<file path="config.mk">
export PLATFORM = sky130hd
export DESIGN_NAME = pwm_capture_flat
export DESIGN_NICKNAME = d
export VERILOG_FILES = /design/src/rtl/pwm_capture_if.sv /design/src/rtl/pwm_capture.sv /design/src/flat_wrapper.sv
export SDC_FILE = /design/constraint.sdc
export NUM_CORES = 1
export LEC_CHECK = 0
export CORE_ASPECT_RATIO = 1.1
export CORE_MARGIN = 2
export CORE_UTILIZATION = 56
export CTS_CLUSTER_SIZE = 25
export DETAILED_ROUTE_END_ITERATION = 12
export PLACE_DENSITY_LB_ADDON = 0.08
export SYNTH_ARGS = -nofsm -noshare
export SYNTH_HDL_FRONTEND = slang
export SYNTH_SLANG_ARGS = --single-unit
</file>
<file path="constraint.sdc">
create_clock -name clk_in -period 2.1 [get_ports clk_in]
set_clock_uncertainty 0.2 [all_clocks]
set_input_delay 0.21 -clock clk_in [delete_from_list [all_inputs] [get_ports clk_in]]
set_output_delay 0.21 -clock clk_in [all_outputs]
set_load 0.005 [all_outputs]
</file>
<file path="src/rtl/pwm_capture_if.sv">
// Measurement result bundle for pwm_capture.
//   duty_out  : last measured duty (high cycles per period), held between updates
//   valid_out : one-cycle pulse when duty_out is updated
//   err_out   : one-cycle pulse on period mismatch or stuck-high line
//   lock_out  : high while the last reported event was a valid measurement
// master drives the results (the capture block), slave consumes them.
interface pwm_capture_if #(
  parameter int unsigned WIDTH = 4
);
  logic [WIDTH-1:0] duty_out;
  logic             valid_out;
  logic             err_out;
  logic             lock_out;

  modport master (
    output duty_out,
    output valid_out,
    output err_out,
    output lock_out
  );

  modport slave (
    input duty_out,
    input valid_out,
    input err_out,
    input lock_out
  );
endinterface

</file>
<file path="src/rtl/pwm_capture.sv">
// PWM duty-cycle capture. Synchronises an asynchronous PWM line, frames periods between
// successive rising edges and reports the high-time of every period whose length matches
// the nominal 2**WIDTH cycles. A line that stops toggling is reported after 2*PERIOD
// cycles and then every PERIOD cycles: low -> duty 0 measurement, high -> error.
//   clk_in   : single clock, rising edge
//   rst_n_in : asynchronous active-low reset
//   pwm_in   : PWM line, asynchronous to clk_in
//   meas     : result bundle (duty_out, valid_out, err_out, lock_out), master side
// SYNC must be at least 2.
module pwm_capture #(
  parameter int unsigned WIDTH = 4,
  parameter int unsigned SYNC  = 2
) (
  input  logic          clk_in,
  input  logic          rst_n_in,
  input  logic          pwm_in,
  pwm_capture_if.master meas
);

  localparam int unsigned CntW = WIDTH + 2;
  localparam logic [CntW-1:0] Period = CntW'(1) << WIDTH;
  // Timeout fires on the update that would bring T to 2*PERIOD.
  localparam logic [CntW-1:0] TimeoutLast = (Period << 1) - CntW'(1);

  typedef enum logic [0:0] {StAcq, StRun} state_e;

  logic [SYNC-1:0]  sync_q;
  logic             s;
  logic             s_d_q;
  logic             rise;
  state_e           state_q;
  logic [CntW-1:0]  p_q;
  logic [CntW-1:0]  h_q;
  logic [CntW-1:0]  t_q;
  logic [WIDTH-1:0] duty_q;
  logic             valid_q;
  logic             err_q;
  logic             lock_q;

  always_ff @(posedge clk_in or negedge rst_n_in) begin
    if (!rst_n_in) begin
      sync_q <= '0;
    end else begin
      sync_q <= {sync_q[SYNC-2:0], pwm_in};
    end
  end

  assign s    = sync_q[SYNC-1];
  assign rise = s & ~s_d_q;

  always_ff @(posedge clk_in or negedge rst_n_in) begin
    if (!rst_n_in) begin
      s_d_q   <= 1'b0;
      state_q <= StAcq;
      p_q     <= '0;
      h_q     <= '0;
      t_q     <= '0;
      duty_q  <= '0;
      valid_q <= 1'b0;
      err_q   <= 1'b0;
      lock_q  <= 1'b0;
    end else begin
      s_d_q   <= s;
      valid_q <= 1'b0;
      err_q   <= 1'b0;
      if (rise) begin
        // A rise always opens a new period; it only reports if a previous one was framed.
        // Taking this branch first also lets a rise suppress a coincident timeout.
        p_q     <= CntW'(1);
        h_q     <= CntW'(1);
        t_q     <= CntW'(1);
        state_q <= StRun;
        if (state_q == StRun) begin
          if (p_q == Period) begin
            // H <= PERIOD-1 here since a rise needs a preceding low cycle.
            duty_q  <= h_q[WIDTH-1:0];
            valid_q <= 1'b1;
            lock_q  <= 1'b1;
          end else begin
            err_q  <= 1'b1;
            lock_q <= 1'b0;
          end
        end
      end else if (t_q == TimeoutLast) begin
        // Reload to PERIOD so a stuck line repeats its report every PERIOD cycles.
        t_q     <= Period;
        state_q <= StAcq;
        if (s) begin
          err_q  <= 1'b1;
          lock_q <= 1'b0;
        end else begin
          duty_q  <= '0;
          valid_q <= 1'b1;
          lock_q  <= 1'b1;
        end
      end else begin
        t_q <= t_q + CntW'(1);
        if (state_q == StRun) begin
          p_q <= p_q + CntW'(1);
          if (s) begin
            h_q <= h_q + CntW'(1);
          end
        end
      end
    end
  end

  assign meas.duty_out  = duty_q;
  assign meas.valid_out = valid_q;
  assign meas.err_out   = err_q;
  assign meas.lock_out  = lock_q;

endmodule

</file>
<file path="src/flat_wrapper.sv">
// flat-port wrapper written by rule: the top's interface ports become plain ports
module pwm_capture_flat 
#(
  parameter int unsigned WIDTH = 4,
  parameter int unsigned SYNC  = 2
)
  (clk_in, rst_n_in, pwm_in, meas_duty_out, meas_valid_out, meas_err_out, meas_lock_out);
  pwm_capture_if #(.WIDTH(WIDTH)) meas_i ();
  input  logic clk_in;
  input  logic rst_n_in;
  input  logic pwm_in;
  output wire logic [$bits(meas_i.duty_out)-1:0] meas_duty_out;
  output wire logic [$bits(meas_i.valid_out)-1:0] meas_valid_out;
  output wire logic [$bits(meas_i.err_out)-1:0] meas_err_out;
  output wire logic [$bits(meas_i.lock_out)-1:0] meas_lock_out;
  assign meas_duty_out = meas_i.duty_out;
  assign meas_valid_out = meas_i.valid_out;
  assign meas_err_out = meas_i.err_out;
  assign meas_lock_out = meas_i.lock_out;
  pwm_capture #(.WIDTH(WIDTH), .SYNC(SYNC)) u_core (.clk_in(clk_in), .rst_n_in(rst_n_in), .pwm_in(pwm_in), .meas(meas_i));
endmodule
</file>
## Word-level counts from Yosys, hierarchy flattened

Index checks and enable logic that the tools add are counted.
Widths: inputs -> output; s select.

| storage, ports and cells | value |
|---|---|
| register bits after elaboration | 29 |
| word-level logic and storage cells | 57 |
| output and inout bits | 7 |
| input bits | 3 |

| operators by class | value |
|---|---|
| add/subtract/negate cells | 3 |
| reduce and logical (&&, ||, !) cells | 7 |
| muxes and demuxes | 29 |
| equality and inequality tests | 6 |
| bitwise operators | 2 |

Operator list:

| cell | number |
|---|---|
| $mux 6 | 9 |
| $mux 4 | 5 |
| $add 6x1->6 const B | 3 |
| $mux 1 | 15 |
| $eq 6x5->1 const B | 2 |
| $ne 2x2->1 const B | 3 |
| $reduce_bool 2->1 | 3 |
| $reduce_and 2->1 | 2 |
| $reduce_and 4->1 | 1 |
| $reduce_and 3->1 | 1 |
| $ne 2x1->1 const B | 1 |
| $and 1x1->1 | 1 |
| $not 1->1 | 1 |

## Depth between registers and ports, before layout

| logic depth | value |
|---|---|
| word-level depth | 5 |
| depth in mapped cells | 7 |
| depth with buffers taken out | 6 |

## Least setup slack after synthesis

Ideal clock, no wire load.

| timing path | value |
|---|---|
| path type | reg-to-reg |
| start point | reg u_core.t_q[0] |
| end point | reg u_core.h_q[3] |
| data required time | 1.760 ns |
| period minus slack after synthesis | 1.908 ns |
| path buffers | 2 |
| cell stages (with the launch flop) | 8 |
| setup slack | 0.192 ns |
| arrival | 1.568 ns |
| library setup time | 0.140 ns |
| cells stage by stage | dfrtp_1 > ha_1 > and3_1 > buf_6 > and2_1 > buf_4 > o311ai_0 > o41ai_1 |

| on the way | value |
|---|---|
| cells in the longest elaborated chain, start to end | 3 |

Ends and longest elaborated chain:

| item | RTL line | source |
|---|---|---|
| start, declared | pwm_capture.sv:34 | `logic [CntW-1:0] t_q;` |
| start signal, assigned | pwm_capture.sv:71 | `t_q <= CntW'(1);` |
| start signal, assigned | pwm_capture.sv:86 | `t_q <= Period;` |
| start signal, assigned | pwm_capture.sv:97 | `t_q <= t_q + CntW'(1);` |
| $eq 6x5->1 | pwm_capture.sv:84 | `end else if (t_q == TimeoutLast) begin` |
| $ne 2x1->1 (no source line) | - |  |
| $reduce_and 3->1 (no source line) | - |  |
| end signal, assigned | pwm_capture.sv:70 | `h_q <= CntW'(1);` |
| end signal, assigned | pwm_capture.sv:101 | `h_q <= h_q + CntW'(1);` |
| end, declared | pwm_capture.sv:33 | `logic [CntW-1:0] h_q;` |

No other way between the ends.
A chain may end at the register's enable or synchronous reset.

## Final worst setup path

| timing path | value |
|---|---|
| start point | reg u_core.t_q[0] |
| end point | reg u_core.lock_q, in the netlist u_core.meas.lock_out |

| on the way | value |
|---|---|
| cells in the longest elaborated chain, start to end | 3 |

Ends and longest elaborated chain:

| item | RTL line | source |
|---|---|---|
| $eq 6x5->1 | pwm_capture.sv:84 |  |
| $reduce_bool 2->1 (no source line) | - |  |
| $reduce_and 2->1 (no source line) | - |  |
| end signal, assigned | pwm_capture.sv:81 | `lock_q <= 1'b0;` |
| end signal, assigned | pwm_capture.sv:90 | `lock_q <= 1'b0;` |
| end signal, assigned | pwm_capture.sv:94 | `lock_q <= 1'b1;` |
| end, declared | pwm_capture.sv:38 | `logic lock_q;` |

No other way between the ends.

==> metrics.md <==
| Metric | Value |
|---|---|
| Result of the run | `finished, final reports clean` |
| Fin crit share | `92.9%` |
| Synth warn | `0` |
| Routed length per instance | `14.3 µm` |
| Crit-path max FO | `9` |
| # fillers | `171` |
| # setup viols final | `0` |
| Synthesized area per cell | `11.1 µm²` |
| GRT Total Usage | `19.5%` |
| Post-synth top area share | `54.4%` |
| Crit. End Element | `register` |
| Post-synth EDFFs | `0` |
| Flops & latches, synth | `27` |
| Clock Pin Slew Worst Setup and Hold Paths | `140 ps` |
| CTS buffer count | `3` |
| Skew-Pair Late Insertion Delay | `320 ps` |
| Initial Util | `60.8%` |
| Final hold viol count | `0` |
| Worst R2R Path Depth | `5` |
| H-tree lvl count | `1` |
| Final ANT Viol Nets | `0` |
| I/O Buffers | `9` |
| Die height | `53.4 µm` |
| Routed vias | `866` |
| Clock buffer depth | `2` |
| Peak VDD IR | `0.000627 V` |
| Seq/Total Area, Yosys | `54.4%` |
| Vias per cell | `5.77` |
| FFs w/ async S/R, synth | `100%` |
| Slew Viols, Final | `0` |
| First drt pass iteration count | `4` |
| Leading cell types by count after synthesis | `dfrtp_1, inv_1, nand2_1, nor2_1` |
| FMAX | `513 MHz` |
| Mapped cell area | `0.00124 mm²` |
| # diodes | `0` |
| Die Wd | `48.9 µm` |
| Pin count of the biggest net entering global routing | `28` |
| Cell Area, Placed | `0.00135 mm²` |
| Ports | `10` |
| Initial antenna violation count | `0` |
| Critical path arrival | `1980 ps` |
| Design Power | `1200 µW` |
| WL final | `2150 µm` |
| Post-synth cell types | `40` |
| Mapped Nets | `119` |
| Total Nets Final | `130` |
| First-pass GRT wire length | `3730 µm` |
| Dpl hpwl | `1610 µm` |
| Worst-Margin Slew | `396 ps` |
| Core outline area | `0.00204 mm²` |
| Worst Hold Class | `input pin to async pin` |
| CTS tree | `yes` |
| Pleak | `0.000641 µW` |
| Clk sinks | `27` |
| Setup TNS | `0 ps` |
| Tmin final | `1950 ps` |
| Layout area overhead | `11.0%` |
| Syn Inst Count | `112` |
| Slack of the critical path | `149 ps` |
| Hold-fix buffers, CTS | `0` |
| Max_slew headroom | `73.4%` |
| RSZ-0062 raised after global routing | `false` |
| DRC viols | `0` |
| Most common cell in the netlist | `dfrtp_1` |
| Finished Core Util | `67.5%` |
| Congestion Overflow GR | `0` |
| Leading area contributor after synthesis | `dfrtp_1` |
| Final instance area | `0.00138 mm²` |
| Critical path required time | `2120 ps` |
| Prevailing post-synth register cell | `dfrtp_1` |
| Root Buffer | `clkbuf_4` |
| Area contributors post-synth | `dfrtp_1, xnor2_1, ha_1` |
| Iteration-0 DRC Markers | `18` |
| GPL Wtd Cong | `0.801` |
| Std cell rows | `17` |
| Layout cells sized above 1 | `10.7%` |
| # Max-Cap Violations | `0` |
| Crit Path Category | `register to register` |
| Pwr Density | `874 mW/mm²` |
| Startpoint types | `register` |
| Die area | `0.00261 mm²` |
| Pre-CTS WS | `126 ps` |
| Vias in the first global route | `838` |
-- critical path, stage by stage (launching register included) --
cell and delay, ps:
dfrtp_1 430, ha_1 240, and3_1 260, and2_2 270
o21a_1 190, a211o_1 260
-- power by group --
part | switching (µW) | internal, µW
sequential | 94.7 | 612
clock | 151 | 71.4
combinational | 126 | 148
-- cell families (layout without fill, tap and decap cells) --
family	count (synthesis)	in the layout	synth area share (%)
mux	1	1	0.806
xor+xnor	7	7	4.94
compound gates	25	25	14.8
simple gates	35	35	15.9
buf+inv	13	23	5.04
flops	27	27	54.4
fa+ha+maj	4	4	4.03
-- per-stage QoR --
stage / cells / hold slack, ps
3_5_place_dp: 146 / 151
2_1_floorplan: 112 / -286
5_1_grt: 150 / 57.0
6_report: 150 / 31.7
4_1_cts: 150 / 37.0
3_3_place_gp: 146 / 140
-- path summary, 6_finish.rpt --
kind / end / slack [ps] / start
worst max-delay path: u_core.meas.lock_out$_DFFE_PN0P_ / 150 / u_core.t_q[0]$_DFF_PN0_
worst min register to register: u_core.sync_q[1]$_DFF_PN0_ / 180 / u_core.sync_q[0]$_DFF_PN0_
worst min-delay path: u_core.t_q[3]$_DFF_PN0_ / 30 / rst_n_in
max in group asynchronous: u_core.h_q[0]$_DFFE_PN0P_ / 1420 / rst_n_in
min in group clk_in: u_core.sync_q[0]$_DFF_PN0_ / 120 / pwm_in
worst max register to register: u_core.meas.lock_out$_DFFE_PN0P_ / 150 / u_core.t_q[0]$_DFF_PN0_
-- repair_timing --
action                                  CTS  global route
gates resized for setup                   0             2
endpoints found under the setup margin    0             2
setup buffers                             0             0
-- area by class of cell --
type	instances	area, µm²	area share, %
flip-flops and latches	27	676	49.0
multi-input cells	72	504	36.6
repair buffers	11	105	7.63
well taps	28	35.0	2.54
inverters	8	30.0	2.18
clock buffers	3	22.5	1.63
clock inverters	1	5.00	0.363
-- registers in the layout (all words and copies together), names as in the netlist --
| register | cells |
|---|---|
| u_core.p_q | 6 |
| u_core.meas.valid_out | 1 |
| u_core.h_q | 4 |
| u_core.s_d_q | 1 |
| u_core.meas.err_out | 1 |
| u_core.sync_q | 2 |
| u_core.meas.duty_out | 4 |
| u_core.meas.lock_out | 1 |
| u_core.t_q | 6 |
| u_core.state_q | 1 |
-- layer usage --
layer	track usage (%)	up-vias	part of all wire, %	wire length [µm]
li1	-	417	-	-
met3	4.52	6	3.8	82
met2	31.3	23	48	1040
met5	0	-	0	0
met1	25.1	420	46	988
met4	9.52	0	1.8	38
-- placed cells by master (no fill, tap or decap), drive strengths merged --
cell type      Yosys  final
buf                3      2
ha                 4      4
nand2              8      8
o211ai             2      2
nor2               9      9
clkinv             0      1
a41o               1      1
o22ai              1      1
dfrtp             27     27
o21ai              2      2
clkdlybuf4s50      0      9
nand3              6      6
a21oi              6      6
inv                8      8
clkbuf             2      3
mux2i              1      1
nand4              2      2
a211o              1      1
nor3b              1      1
xnor2              6      6
a22o               4      4
a31oi              1      1
nor4               1      1
or3b               1      1
nor3               2      2
o22a               1      1
xor2               1      1
nand2b             2      2
o311ai             1      1
o41ai              2      2
a21boi             1      1
o21a               1      1
nor2b              1      1
a21o               1      1
and3               1      1
and2               1      1
No activity file was read; power rests on OpenSTA's default activity.
